===== src/rtl/seq_tx_1011.sv =====
// Serial frame transmitter: emits sync header 1011 then the payload MSB first.
// Define SEQ_TX_PARITY_EN to append an even-parity bit after the payload.
module seq_tx_1011 #(
    parameter int DATA_W = 8
) (
    input  logic              clk,
    input  logic              reset_n,
    input  logic [DATA_W-1:0] data_in,
    input  logic              data_valid,
    output logic              data_ready,
    output logic              out_bit,
    output logic              out_valid,
    output logic              frame_done
);

    localparam int              CNT_W     = $clog2(DATA_W + 1);
    localparam logic [3:0]      SYNC_PAT  = 4'b1011;
    localparam logic [CNT_W-1:0] SYNC_LAST = CNT_W'(3);
    localparam logic [CNT_W-1:0] PAY_LAST  = CNT_W'(DATA_W - 1);
    localparam logic [CNT_W-1:0] CNT_ZERO  = {CNT_W{1'b0}};
    localparam logic [CNT_W-1:0] CNT_ONE   = CNT_W'(1);

`ifdef SEQ_TX_PARITY_EN
    typedef enum logic [1:0] {
        ST_IDLE    = 2'd0,
        ST_SYNC    = 2'd1,
        ST_PAYLOAD = 2'd2,
        ST_PARITY  = 2'd3
    } state_t;
`else
    typedef enum logic [1:0] {
        ST_IDLE    = 2'd0,
        ST_SYNC    = 2'd1,
        ST_PAYLOAD = 2'd2
    } state_t;
`endif

    function automatic logic even_parity(input logic [DATA_W-1:0] d);
        return ^d;
    endfunction

    state_t             r_state;
    logic [CNT_W-1:0]   r_cnt;
    logic [DATA_W-1:0]  r_shift;
    logic               r_data_ready;
    logic               r_out_bit;
    logic               r_out_valid;
    logic               r_frame_done;

    state_t             w_state_nxt;
    logic [CNT_W-1:0]   w_cnt_nxt;
    logic [DATA_W-1:0]  w_shift_nxt;
    logic               w_hs;
    logic               w_last_nxt;
    logic               w_bit_nxt;
    logic               w_valid_nxt;
    logic               w_ready_nxt;

`ifdef SEQ_TX_PARITY_EN
    logic               r_parity;
    logic               w_parity_nxt;
`endif

    // data_ready is only high in IDLE or on the final frame bit, so a handshake
    // always begins a new frame from either place.
    assign w_hs = data_valid & r_data_ready;

    // Next-state, counter and shift register update.
    always_comb begin
        w_state_nxt = r_state;
        w_cnt_nxt   = r_cnt;
        w_shift_nxt = r_shift;
`ifdef SEQ_TX_PARITY_EN
        w_parity_nxt = r_parity;
`endif
        case (r_state)
            ST_IDLE: begin
                w_cnt_nxt = CNT_ZERO;
                if (w_hs) begin
                    w_state_nxt = ST_SYNC;
                    w_shift_nxt = data_in;
`ifdef SEQ_TX_PARITY_EN
                    w_parity_nxt = even_parity(data_in);
`endif
                end else begin
                    w_state_nxt = ST_IDLE;
                end
            end
            ST_SYNC: begin
                if (r_cnt == SYNC_LAST) begin
                    w_state_nxt = ST_PAYLOAD;
                    w_cnt_nxt   = CNT_ZERO;
                end else begin
                    w_state_nxt = ST_SYNC;
                    w_cnt_nxt   = r_cnt + CNT_ONE;
                end
            end
            ST_PAYLOAD: begin
                if (r_cnt == PAY_LAST) begin
                    w_cnt_nxt = CNT_ZERO;
`ifdef SEQ_TX_PARITY_EN
                    w_state_nxt = ST_PARITY;
`else
                    if (w_hs) begin
                        w_state_nxt = ST_SYNC;
                        w_shift_nxt = data_in;
                    end else begin
                        w_state_nxt = ST_IDLE;
                    end
`endif
                end else begin
                    w_state_nxt = ST_PAYLOAD;
                    w_cnt_nxt   = r_cnt + CNT_ONE;
                    w_shift_nxt = {r_shift[DATA_W-2:0], 1'b0};
                end
            end
`ifdef SEQ_TX_PARITY_EN
            ST_PARITY: begin
                w_cnt_nxt = CNT_ZERO;
                if (w_hs) begin
                    w_state_nxt  = ST_SYNC;
                    w_shift_nxt  = data_in;
                    w_parity_nxt = even_parity(data_in);
                end else begin
                    w_state_nxt = ST_IDLE;
                end
            end
`endif
            default: begin
                w_state_nxt = ST_IDLE;
                w_cnt_nxt   = CNT_ZERO;
            end
        endcase
    end

    // Output values for the cycle being entered, registered below.
    always_comb begin
        w_bit_nxt   = 1'b0;
        w_last_nxt  = 1'b0;
        w_valid_nxt = (w_state_nxt != ST_IDLE);
        case (w_state_nxt)
            ST_SYNC: begin
                w_bit_nxt = SYNC_PAT[2'd3 - w_cnt_nxt[1:0]];
            end
            ST_PAYLOAD: begin
                w_bit_nxt = w_shift_nxt[DATA_W-1];
`ifdef SEQ_TX_PARITY_EN
                w_last_nxt = 1'b0;
`else
                w_last_nxt = (w_cnt_nxt == PAY_LAST);
`endif
            end
`ifdef SEQ_TX_PARITY_EN
            ST_PARITY: begin
                w_bit_nxt  = w_parity_nxt;
                w_last_nxt = 1'b1;
            end
`endif
            default: begin
                w_bit_nxt  = 1'b0;
                w_last_nxt = 1'b0;
            end
        endcase
        w_ready_nxt = (w_state_nxt == ST_IDLE) | w_last_nxt;
    end

    // State, datapath and registered outputs; reset abandons any frame at once.
    always_ff @(posedge clk or negedge reset_n) begin
        if (!reset_n) begin
            r_state      <= ST_IDLE;
            r_cnt        <= CNT_ZERO;
            r_shift      <= {DATA_W{1'b0}};
            r_data_ready <= 1'b0;
            r_out_bit    <= 1'b0;
            r_out_valid  <= 1'b0;
            r_frame_done <= 1'b0;
        end else begin
            r_state      <= w_state_nxt;
            r_cnt        <= w_cnt_nxt;
            r_shift      <= w_shift_nxt;
            r_data_ready <= w_ready_nxt;
            r_out_bit    <= w_bit_nxt;
            r_out_valid  <= w_valid_nxt;
            r_frame_done <= w_last_nxt;
        end
    end

`ifdef SEQ_TX_PARITY_EN
    // Parity of the captured word, presented in the trailing parity cycle.
    always_ff @(posedge clk or negedge reset_n) begin
        if (!reset_n) begin
            r_parity <= 1'b0;
        end else begin
            r_parity <= w_parity_nxt;
        end
    end
`endif

    assign data_ready = r_data_ready;
    assign out_bit    = r_out_bit;
    assign out_valid  = r_out_valid;
    assign frame_done = r_frame_done;

endmodule


===== config.mk =====
export PLATFORM = sky130hd
export DESIGN_NAME = seq_tx_1011
export DESIGN_NICKNAME = d
export VERILOG_FILES = /design/src/rtl/seq_tx_1011.sv
export SDC_FILE = /design/constraint.sdc
export NUM_CORES = 1
export LEC_CHECK = 0
export ABC_AREA = 0
export ABC_CLOCK_PERIOD_IN_PS = 2800
export CORE_UTILIZATION = 38
export CTS_BUF_LIST = sky130_fd_sc_hd__clkbuf_4
export DETAILED_ROUTE_END_ITERATION = 8
export PLACE_DENSITY_LB_ADDON = 0.3
export SYNTH_ARGS = -nofsm -noshare
export SYNTH_HDL_FRONTEND = slang
export SYNTH_SLANG_ARGS = --single-unit
export TNS_END_PERCENT = 30

===== constraint.sdc =====
create_clock -name clk -period 2.8 [get_ports clk]
set_clock_uncertainty 0.05 [all_clocks]
set_input_delay 0.56 -clock clk [delete_from_list [all_inputs] [get_ports clk]]
set_output_delay 0.56 -clock clk [all_outputs]
set_load 0.03 [all_outputs]

==> metrics.csv, run 1 <==
stage,metric,value,unit
timing,tightest_slew,0.796,ns
timing,final_hold_viol_count,0,
route,antenna_left,0,
clock_network,path_clk_slew,0.10,ns
placement,portBuffers,14,
timing,setup_violations,0,
placement,gp_congestion,0.795,
run_status,status,"complete, no violations",
timing,drv_slew,0,
logic_synthesis,synth_top_area_share,45.6,%
route,routed_wl,1920,um
floorplanning,initial_core_util,39.9,%
min_path,hp-class,reg -> reg,
clock_network,cts_inserted_buffers,3,
floorplanning,dieHeight,53,um
logic_synthesis,synth-simple-area-share,17.1,%
clock_network,cts_resized,0,
route,wl_per_cell,14.3,um
logic_synthesis,postSynthCellCount,88,
setup_path,required,2.94,ns
floorplanning,die_area,2810,um2
route,drc,0,
cells_and_area,n_antenna_cell,0,
clock_network,clock-sinks,18,
grt,antenna_found_initial,0,
clock_network,cts_setup_buffers,0,
setup_path,crit_arrival,2.49,ns
floorplanning,core,2480,um2
clock_network,postCtsHoldBufs,0,
clock_network,cts_max_level,1,
logic_synthesis,synth_mux_area_share,2.53,%
grt,grt_usage,16.5,%
logic_synthesis,synth_enable_flop_cells,0,
route,vias_per_cell,5.46,
placement,post_dp_cell_area,1160,um2
timing,period_share,84.0,%
logic_synthesis,synth_top_family_by_area,compound AO/OA/AOI/OAI gates,
grt,grt_max_degree,19,
route,drtIter0Drc,5,
logic_synthesis,synth_xor_area_share,0.886,%
grt,grt_pass1_vias,726,
grt,grt_pass1_wl,3230,um
logic_synthesis,yosys-top-cells-area,"dfrtp_1, ha_1, a221o_1",
cells_and_area,drive_gt1_share,10.6,%
floorplanning,io_pins,15,
floorplanning,fp.dieW,53,um
clock_network,clk_latency,0.29,ns
setup_path,critPathKind,reg -> reg,
logic_synthesis,ys.flop_type,dfrtp_1,
power,cellLeakagePower,0.000565,uW
grt,grt-ovfl-total,0,
logic_synthesis,yosys_warnings,0,
logic_synthesis,syn-num-nets,107,
clock_network,cts_tree,built,
logic_synthesis,synth_compound_area_share,20.3,%
clock_network,clockRootBuffer,clkbuf_4,
placement,dpl.hpwl,1410,um
logic_synthesis,yosysMostFrequentCell,dfrtp_1,
logic_synthesis,netlist_area,988,um2
clock_network,cts_buffer_depth,2,
timing,fin_crit,2.35,ns
setup_path,start_kind,flop,
timing,fmax,425,MHz
cells_and_area,design_area,1180,um2
route,dr.pass1.iters,4,
setup_path,regToRegSetupSlack,0.45,ns
power,peakVddDrop,0.000545,V
power,cellPowerDensity,906,nW/um2
logic_synthesis,synth_seq_area_share,45.6,%
logic_synthesis,ys_ff_latch,18,
floorplanning,fp-row-count,18,
logic_synthesis,synth_fa_ha_area_share,10.1,%
timing,relSlewSlack,46.8,%
cells_and_area,final_nets,125,
placement,placed_cells,131,
cells_and_area,area_growth,19.7,%
timing,rsz0062_at_grt,no,
logic_synthesis,avgSynthCellArea,11.2,um2
logic_synthesis,async_reset_ff_share,100,%
cells_and_area,stdcell_count,134,
logic_synthesis,synth_cell_types,36,
logic_synthesis,synth_top_cells_by_count,"dfrtp_1, ha_1, inv_1",
route,vias,731,
setup_path,critical_path.max_fanout,14,
setup_path,crit_path_end_kind,flop,
flow_run,max-cap-violations,0,
timing,tns,0,ns
logic_synthesis,yosysTopAreaCell,dfrtp_1,
critical path, stage by stage, from the launching register on:
cell	delay [ns]
dfrtp_1	0.42
inv_1	0.09
ha_1	0.47
a21oi_2	0.12
or2_1	0.24
a21o_1	0.18
ha_1	0.19
nor2b_1	0.14
a32oi_1	0.13
a21bo_1	0.22
cells by family after synthesis:
logic type                 after synthesis
muxes                                    2
DFF                                     18
buffers and inverters                    9
adders and majority gates                8
AOI/OAI and AO/OA                       24
and+or+nand+nor                         26
xor gates and xnor gates                 1
area by class of cell:
class	count	area, um2
sequential	18	450
timing repair buffer	14	140
clock buffer	3	22.5
multi-input combinational	61	503
inverter	8	30.0
fill	249	1290
tap	30	37.5
through the flow:
step | hold slack (ns) | total power [uW] | worst slack, ns | util (%)
after floorplan | 0.214 | 806 | 0.641 | -
after global placement | 0.432 | 943 | 0.370 | 46.9
after detailed placement | 0.436 | 955 | 0.304 | 46.9
after CTS | 0.465 | 1090 | 0.444 | 47.8
after global routing | 0.478 | 1160 | 0.270 | 47.8
final | 0.461 | 1070 | 0.447 | 47.8
registers in the layout (all words and copies together) (netlist names):
name / count
data_ready: 1
out_bit: 1
out_valid: 1
frame_done: 1
r_state: 2
r_cnt: 4
r_shift: 8
layout by cell type, fill, tap and decap left out, drive strengths merged:
cell type / Yosys / layout
nand2: 2 / 2
or3: 1 / 1
a32oi: 1 / 1
mux2: 1 / 1
a221o: 6 / 6
inv: 8 / 8
clkdlybuf4s50: 0 / 14
o21a: 2 / 2
nand2b: 1 / 1
a21o: 1 / 1
nor2: 5 / 5
o21ai: 5 / 5
ha: 8 / 8
nor3b: 1 / 1
o211ai: 2 / 2
a21oi: 3 / 3
a22o: 1 / 1
and3b: 1 / 1
a21bo: 1 / 1
nor2b: 1 / 1
a311o: 1 / 1
xnor2: 1 / 1
or2: 3 / 3
clkbuf: 0 / 3
a31oi: 1 / 1
dfrtp: 18 / 18
nand3: 3 / 3
and3: 6 / 6
mux2i: 1 / 1
and4: 1 / 1
nor4: 1 / 1
power by group:
| part | switching, uW | internal (uW) | leakage, uW |
|---|---|---|---|
| Clock | 73.2 | 50.0 | 0.0000138 |
| Combinational | 286 | 247 | 0.000315 |
| Sequential | 59.9 | 357 | 0.000236 |
worst paths after layout:
kind	from	endpoint	depth (start not counted)
max in group asynchronous	reset_n	r_cnt[0]	1
setup / recovery	r_state[0]	out_bit	9
hold reg to reg	r_shift[0]	r_shift[0]	1
min in group asynchronous	reset_n	r_shift[3]	1
hold / removal	r_shift[0]	r_shift[0]	1
setup reg to reg	r_state[0]	out_bit	9
metal layers:
| metal | wire, um | track usage (%) | up-vias |
|---|---|---|---|
| li1 | - | - | 356 |
| met1 | 914 | 19.9 | 356 |
| met2 | 900 | 27.2 | 17 |
| met3 | 88 | 6.03 | 2 |
| met4 | 16 | 5.26 | 0 |
| met5 | 0 | 0 | - |
Power figures use the tool's default switching activity.
==> run 2, diff against run 1 <==
ABC_CLOCK_PERIOD_IN_PS = 2450   (was 2800)
clock period = 2.45 ns   (was 2.8 ns; I/O delays follow)
==> metrics.csv, run 2 (synthesis gave the netlist of run 1 again) <==
stage,metric,value,unit,change
clock_network,postCtsHoldBufs,0,,unchanged
clock_network,cts_tree,built,,
route,routed_wl,1880,um,-2.3%
cells_and_area,layout_commonest_cell,dfrtp_1,,
placement,portBuffers,14,,unchanged
floorplanning,fp-row-count,18,,unchanged
timing,tightest_slew,0.330,ns,-0.466 ns
route,dr.pass1.iters,4,,unchanged
flow_run,max-cap-violations,0,,unchanged
clock_network,clock-sinks,18,,unchanged
power,cellPowerDensity,1020,nW/um2,+13%
cells_and_area,regMostFlops,r_shift,,
setup_path,critPathSlowestCell,dfrtp_1,,
min_path,hp-class,in -> async,,
route,drtIter0Drc,9,,+4
placement,pre_cts_ws,0.141,ns,-0.163 ns
timing,fmax,456,MHz,+7.2%
setup_path,slowest_delay,0.36,ns,-0.11 ns
clock_network,cts_inserted_buffers,3,,unchanged
floorplanning,initial_core_util,39.9,%,unchanged
timing,rsz0062_at_grt,no,,
cells_and_area,utilization,49.0,%,+1.2 points
setup_path,crit_arrival,2.35,ns,-0.14 ns
route,antenna_left,0,,unchanged
grt,grt-ovfl-total,0,,unchanged
setup_path,cp_common_cell,ha_1,,
clock_network,clk_latency,0.30,ns,about the same
setup_path,start_kind,flop,,
setup_path,path_cells,ha_1 > and3b_4 > a21oi_2 > or2_1 > a21o_1 > ha_1 > nor2b_1 > a32oi_1 > a21bo_1,,
grt,grt_pass1_wl,3220,um,-0.22%
cells_and_area,largest_reg_flops,8,,unchanged
route,wl_per_cell,13.6,um,-5.1%
placement,gp_congestion,0.833,,+4.8%
floorplanning,die_area,2810,um2,unchanged
timing,period_share,89.6,%,+5.5 points
power,cellLeakagePower,0.000585,uW,+3.5%
setup_path,required,2.60,ns,-0.34 ns
grt,antenna_found_initial,0,,unchanged
clock_network,cts_resized,0,,unchanged
power,finalPower,1240,uW,+16%
timing,worst_slack,0.256,ns,-0.191 ns
grt,grt_pass1_vias,698,,-3.9%
setup_path,critical_path.max_fanout,6,,-8
timing,setup_violations,0,,unchanged
cells_and_area,area_growth,22.8,%,
route,vias_per_cell,5.30,,-2.8%
grt,grt_max_degree,19,,unchanged
floorplanning,io_pins,15,,unchanged
route,vias,732,,+0.14%
timing,tns,0,ns,unchanged
grt,grt_usage,16.5,%,-0.030 points
floorplanning,core,2480,um2,unchanged
placement,dpl.hpwl,1420,um,+0.51%
cells_and_area,largestRegisters,"r_shift: 8 flops, r_cnt: 4 flops, r_state: 2 flops",,
setup_path,critPathKind,reg -> reg,,
timing,drv_slew,0,,unchanged
run_status,status,"complete, no violations",,
cells_and_area,n_antenna_cell,0,,unchanged
timing,relSlewSlack,77.9,%,+31 points
clock_network,path_clk_slew,0.10,ns,about the same
timing,hold_slack,0.453,ns,-0.00823 ns
clock_network,clockRootBuffer,clkbuf_4,,
timing,final_hold_viol_count,0,,unchanged
route,drc,0,,unchanged
cells_and_area,drive_gt1_share,13.9,%,+3.3 points
clock_network,cts_buffer_depth,2,,unchanged
cells_and_area,layout_common_cells,"dfrtp_1, clkdlybuf4s50_1, inv_1, ha_1",,
cells_and_area,final_nets,129,,+3.2%
floorplanning,dieHeight,53,um,unchanged
clock_network,cts_setup_buffers,0,,unchanged
power,peakVddDrop,0.000502,V,-7.9%
timing,fin_crit,2.19,ns,-0.159 ns
floorplanning,fp.dieW,53,um,unchanged
clock_network,cts_max_level,1,,unchanged
setup_path,crit_path_end_kind,flop,,
-- run 2: cell count changes in the layout (fill, tap and decap cells not counted), sizes merged --
cell	before	now
buf	0	4
-- run 2: worst paths after layout --
path                       cells past startpoint          to  slack (ns)  startpoint
setup / recovery                               9     out_bit        0.26    r_cnt[0]
hold / removal                                 2  r_shift[3]        0.45     reset_n
setup reg to reg                               9     out_bit        0.26    r_cnt[0]
hold reg to reg                                1  r_shift[0]        0.46  r_shift[0]
max in group asynchronous                      2    r_cnt[0]        1.69     reset_n
min in group clk                               1  r_shift[0]        0.46  r_shift[0]
-- run 2: report_power, final --
group	total, uW	switching, uW	leakage (uW)	internal (uW)
sequential	465	57.6	0.000236	407
clock	145	87.6	0.0000138	57.3
combinational	634	336	0.000335	298
total	1240	481	0.000585	763
-- run 2: per-layer routing --
| layer | up-vias | wire length [um] | track usage (%) |
|---|---|---|---|
| li1 | 366 | - | - |
| met1 | 350 | 952 | 20.5 |
| met2 | 12 | 819 | 26.4 |
| met3 | 4 | 77 | 6.03 |
| met4 | 0 | 26 | 5.26 |
| met5 | - | 0 | 0 |
-- run 2: final cells by class --
type,instances,area (um2)
multi-input cells,61,503
fillers,256,1260
well taps,30,37.5
flip-flops and latches,18,450
clock buffers,3,22.5
repair buffers,18,170
inverters,8,30.0
-- run 2: worst max-delay path: cells and delay by family, from the launching register on --
| family | cells | cell delay (ns) |
|---|---|---|
| simple gates | 3 | 0.63 |
| compound gates | 4 | 0.59 |
| flops | 1 | 0.36 |
| fa+ha+maj | 2 | 0.47 |
-- run 2: through the flow --
step | area, um2 | cells
finish | 1210 | 138
detailed placement | 1190 | 135
global placement | 1190 | 135
global route | 1210 | 138
floorplan | 988 | 88
CTS | 1210 | 138
==> run 3, diff against run 2 <==
CTS_BUF_LIST = sky130_fd_sc_hd__clkbuf_2   (was sky130_fd_sc_hd__clkbuf_4)
==> metrics.csv, run 3 (synthesis gave the netlist of run 1 again) <==
stage,metric,value,unit,change
run_status,status,"complete, no violations",,
grt,grt-busiest-layer,met2,,
floorplanning,io_pins,15,,unchanged
clock_network,cts_buffer_depth,2,,unchanged
placement,portBuffers,14,,unchanged
power,seqPwrFrac,38.2,%,+0.8 points
route,drc,0,,unchanged
power,cellPowerDensity,1010,nW/um2,-1.5%
placement,gp_congestion,0.833,,unchanged
cells_and_area,multi_input_area,503,um2,unchanged
timing,fin_crit,2.20,ns,+0.00527 ns
power,switchingPower,479,uW,-0.38%
grt,use_met1,20.7,%,+0.18 points
setup_path,start_kind,flop,,
power,comb_power_share,52.1,%,+1.1 points
floorplanning,core,2480,um2,unchanged
clock_network,cts_tree,built,,
grt,grt_pass1_wl,3240,um,+0.65%
cells_and_area,layout_common_cells,"dfrtp_1, clkdlybuf4s50_1, inv_1, ha_1",,
power,swShare,39.3,%,+0.69 points
route,antenna_left,0,,unchanged
timing,tns,0,ns,unchanged
power,peakVddDrop,0.000500,V,-0.37%
clock_network,clockRootBuffer,clkbuf_2,,
cells_and_area,layout_commonest_cell,dfrtp_1,,
power,cellLeakagePower,0.000583,uW,-0.23%
clock_network,cts_resized,0,,unchanged
cells_and_area,largestRegisters,"r_shift: 8 flops, r_cnt: 4 flops, r_state: 2 flops",,
clock_network,cts_setup_buffers,0,,unchanged
placement,dpl.hpwl,1420,um,unchanged
timing,relSlewSlack,77.7,%,-0.20 points
power,power.clock.fraction,9.8,%,-1.9 points
floorplanning,initial_core_util,39.9,%,unchanged
placement,placed_cells,135,,unchanged
grt,antenna_found_initial,0,,unchanged
cells_and_area,largest_reg_flops,8,,unchanged
setup_path,critPathKind,reg -> reg,,
setup_path,critical_path.max_fanout,6,,unchanged
route,wl_per_cell,13.7,um,+0.96%
setup_path,crit_path_end_kind,flop,,
grt,grt-ovfl-total,0,,unchanged
floorplanning,dieHeight,53,um,unchanged
timing,setup_violations,0,,unchanged
cells_and_area,seqCellArea,450,um2,unchanged
route,drtIter0Drc,10,,+1
timing,drv_slew,0,,unchanged
grt,met2_usage,26.8,%,+0.42 points
clock_network,path_clk_slew,0.17,ns,+0.07 ns
timing,tightest_slew,0.333,ns,+0.00301 ns
clock_network,clk_latency,0.30,ns,about the same
route,dr.pass1.iters,4,,unchanged
setup_path,required,2.62,ns,+0.02 ns
flow_run,max-cap-violations,0,,unchanged
grt,gr-usage-met3,6.03,%,unchanged
clock_network,postCtsHoldBufs,0,,unchanged
cells_and_area,area_growth,22.0,%,
cells_and_area,stdcell_count,138,,unchanged
power,p_int,738,uW,-3.3%
floorplanning,fp-row-count,18,,unchanged
min_path,hp-class,in -> async,,
floorplanning,die_area,2810,um2,unchanged
grt,grt_max_degree,19,,unchanged
clock_network,cts_inserted_buffers,3,,unchanged
clock_network,cts_max_level,1,,unchanged
cells_and_area,n_antenna_cell,0,,unchanged
timing,rsz0062_at_grt,no,,
cells_and_area,final_nets,129,,unchanged
timing,final_hold_viol_count,0,,unchanged
grt,grt_pass1_vias,709,,+1.6%
cells_and_area,drive_gt1_share,13.9,%,unchanged
route,vias,731,,-0.14%
route,vias_per_cell,5.30,,-0.14%
route,routed_wl,1890,um,+0.96%
cells_and_area,n_fill_cell,256,,unchanged
timing,period_share,89.8,%,+0.21 points
floorplanning,fp.dieW,53,um,unchanged
timing,fmax,455,MHz,-0.24%
clock_network,clock-sinks,18,,unchanged
cells_and_area,regMostFlops,r_shift,,
grt,grt_usage,16.5,%,unchanged
setup_path,crit_arrival,2.36,ns,about the same
==> run 3: power by group through the flow <==
| stage | registers (uW) | logic, uW | clock network [uW] |
|---|---|---|---|
| 3_3_place_gp | 469 | 629 | 0 |
| 6_report | 464 | 634 | 119 |
| 4_1_cts | 464 | 643 | 126 |
| 3_5_place_dp | 471 | 639 | 0 |
| 5_1_grt | 477 | 705 | 140 |
| 2_1_floorplan | 511 | 410 | 0 |
==> run 3: per-stage QoR <==
step                      util, %  hold WS, ns  cell area, um2  total power (uW)  setup WS (ns)
after CTS                    48.7        0.434            1210              1230          0.242
after detailed placement     48.1        0.436            1190              1110          0.141
final                        48.7        0.440            1210              1220          0.250
after global placement       48.1        0.431            1190              1100          0.172
after global routing         48.7        0.429            1210              1320         0.0853
after floorplan                 -        0.144             988               921          0.291
==> run 3: critical path, cell delays in order, from the launching register on <==
cell,delay [ns]
dfrtp_1,0.38
ha_1,0.27
and3b_4,0.27
a21oi_2,0.07
or2_1,0.23
a21o_1,0.18
ha_1,0.20
nor2b_1,0.14
a32oi_1,0.13
a21bo_1,0.21
==> run 3: metal layers <==
layer	part of all wire (%)	up-vias	wire length, um
met4	0.48	0	9
met2	44	12	830
met3	4.1	2	78
li1	-	367	-
met1	51	350	974
met5	0	-	0
==> run 3: layout make-up <==
class	count	share of cell area (%)
inverters	8	2.49
flip-flops and latches	18	37.3
clock buffers	3	1.24
repair buffers	18	14.1
multi-input cells	61	41.7
well taps	30	3.11
==> run 3: worst paths after layout <==
kind	from	to	slack, ns	cells after the start
min reg2reg	r_shift[0]	r_shift[0]	0.47	1
max in group asynchronous	reset_n	r_cnt[2]	1.70	2
min in group clk	r_shift[0]	r_shift[0]	0.47	1
max reg2reg	r_cnt[0]	out_bit	0.25	9
min	reset_n	r_shift[3]	0.44	2
max	r_cnt[0]	out_bit	0.25	9
==> patch, RTL diff (config.mk and constraints of run 3) <==
The option `SEQ_TX_PARITY_EN` is turned on by a define.
--- a/src/rtl/seq_tx_1011.sv
+++ b/src/rtl/seq_tx_1011.sv
@@ -2,2 +2,4 @@
 // Define SEQ_TX_PARITY_EN to append an even-parity bit after the payload.
+`define SEQ_TX_PARITY_EN
+
 module seq_tx_1011 #(
Behaviour: same outputs for any inputs over 10 cycles, from zero or initial values and one cycle with reset_n low; that may be too few to reach the edited logic, so the function may still have changed.
==> patch against run 3 <==
- largest power group unchanged
- routed wire length fell by 4.5%
- global-route usage fell by 1.2 points
- core utilization barely moved
- combinational power rose by 12%
- cell count rose by 5.1%
- power rose by 12%
- worst hold slack got worse by 46 ps
- worst setup slack improved by 18 ps
- design area rose by 1.9%
- sequential cell count rose by 1
- area after synthesis rose by 4.2%
==> patch: results (changes against run 3) <==
initial drt markers 14 (+4); Int Power 0.000784 W (+6.1%); Slew @ Worst Pin 558 ps (+226 ps); Worst R2R Setup Slack 270 ps (+20 ps); met2 Track Usage GR 24.3% (-2.5 points); Clk pin slew, worst setup/hold paths 190 ps (+20 ps); Post-DP HPWL 1400 µm (-0.93%); post-layout net count 135 (+4.7%); met3 GRT Util 2.54% (-3.5 points); Commonest cells post-synth 19 x dfrtp_1, 10 x inv_1, 9 x nor2_1, 8 x ha_1; GR met1 Demand/Resource 20.5% (-0.23 points); largest cells by area after synthesis dfrtp_1 46%, ha_1 9.7%, xnor2_1 5.1%; CP max FO 4 (-2); P_seq 0.000515 W (+11%); largest net degree at the start of global routing 14 (-5); CP arrival 2340 ps (-20 ps); met2 WL 834 µm (+0.48%); layout cell share with drive strength beyond 1 10.4% (-3.5 points); gpl congestion 0.737 (-11%); total track usage 15.3% (-1.2 points); Met1 Wirelength 910 µm (-6.6%); met3 wire len 43 µm (-45%); initial antenna violation count 0 (unchanged); routed wire length 1810 µm (-4.5%); switch share 42.4% (+3.1 points); vias in the first global route 719 (+1.4%); outcome completed; Max VDD drop 0.497 mV (-0.50%); P_comb 0.000710 W (+12%); Synth Net Count 116 (+8.4%); Distinct cells, synth 27 (-25%); Vias 725 (-0.82%); Ant. Diodes 0 (unchanged)
-- patch: changes by cell type after synthesis, moves of 2 or more --
cell	run 3	this run
a21boi_0	0	2
a21oi_1	2	5
a21oi_2	1	3
a221o_1	6	0
a22oi_1	0	6
and3_1	6	1
inv_1	8	10
nand3b_1	0	2
nor2_1	4	9
o22ai_1	0	2
or2_1	2	0
xnor2_1	1	6
xor2_1	0	3
-- patch: final cells by class --
| cell class | count | area, µm² |
|---|---|---|
| Clock buffer | 3 | 15.0 |
| Clock inverter | 1 | 5.00 |
| Fill cell | 256 | 1290 |
| Inverter | 10 | 37.5 |
| Multi-Input combinational cell | 65 | 495 |
| Sequential cell | 19 | 475 |
| Tap cell | 30 | 37.5 |
| Timing Repair Buffer | 17 | 163 |
-- patch: critical path: stages (launching register included) --
cell and delay [ps]:
dfrtp_1 450, ha_1 250, nor2b_4 160, nand3b_1 100, a21boi_0 490, inv_1 160
ha_1 250, o211ai_1 80, a31oi_1 100
-- patch: per-stage QoR --
step | setup slack (ps) | cells | instance area [µm²] | util (%) | hold slack (ps)
2_1_floorplan | 541 | 97 | 1030 | - | 144
3_3_place_gp | 432 | 141 | 1210 | 47.9 | 423
3_5_place_dp | 309 | 141 | 1210 | 47.9 | 437
4_1_cts | 248 | 145 | 1230 | 48.7 | 392
5_1_grt | 126 | 145 | 1230 | 48.7 | 390
6_report | 268 | 145 | 1230 | 48.7 | 394
-- patch: cell families after synthesis --
kind of cell | share of synthesized area [%]
AND/OR/NAND/NOR | 9.96
XOR/XNOR | 7.66
adder cells (fa/ha/maj) | 9.72
AO/OA/AOI/OAI | 20.8
flip-flops | 46.2
buffers and inverters | 5.71
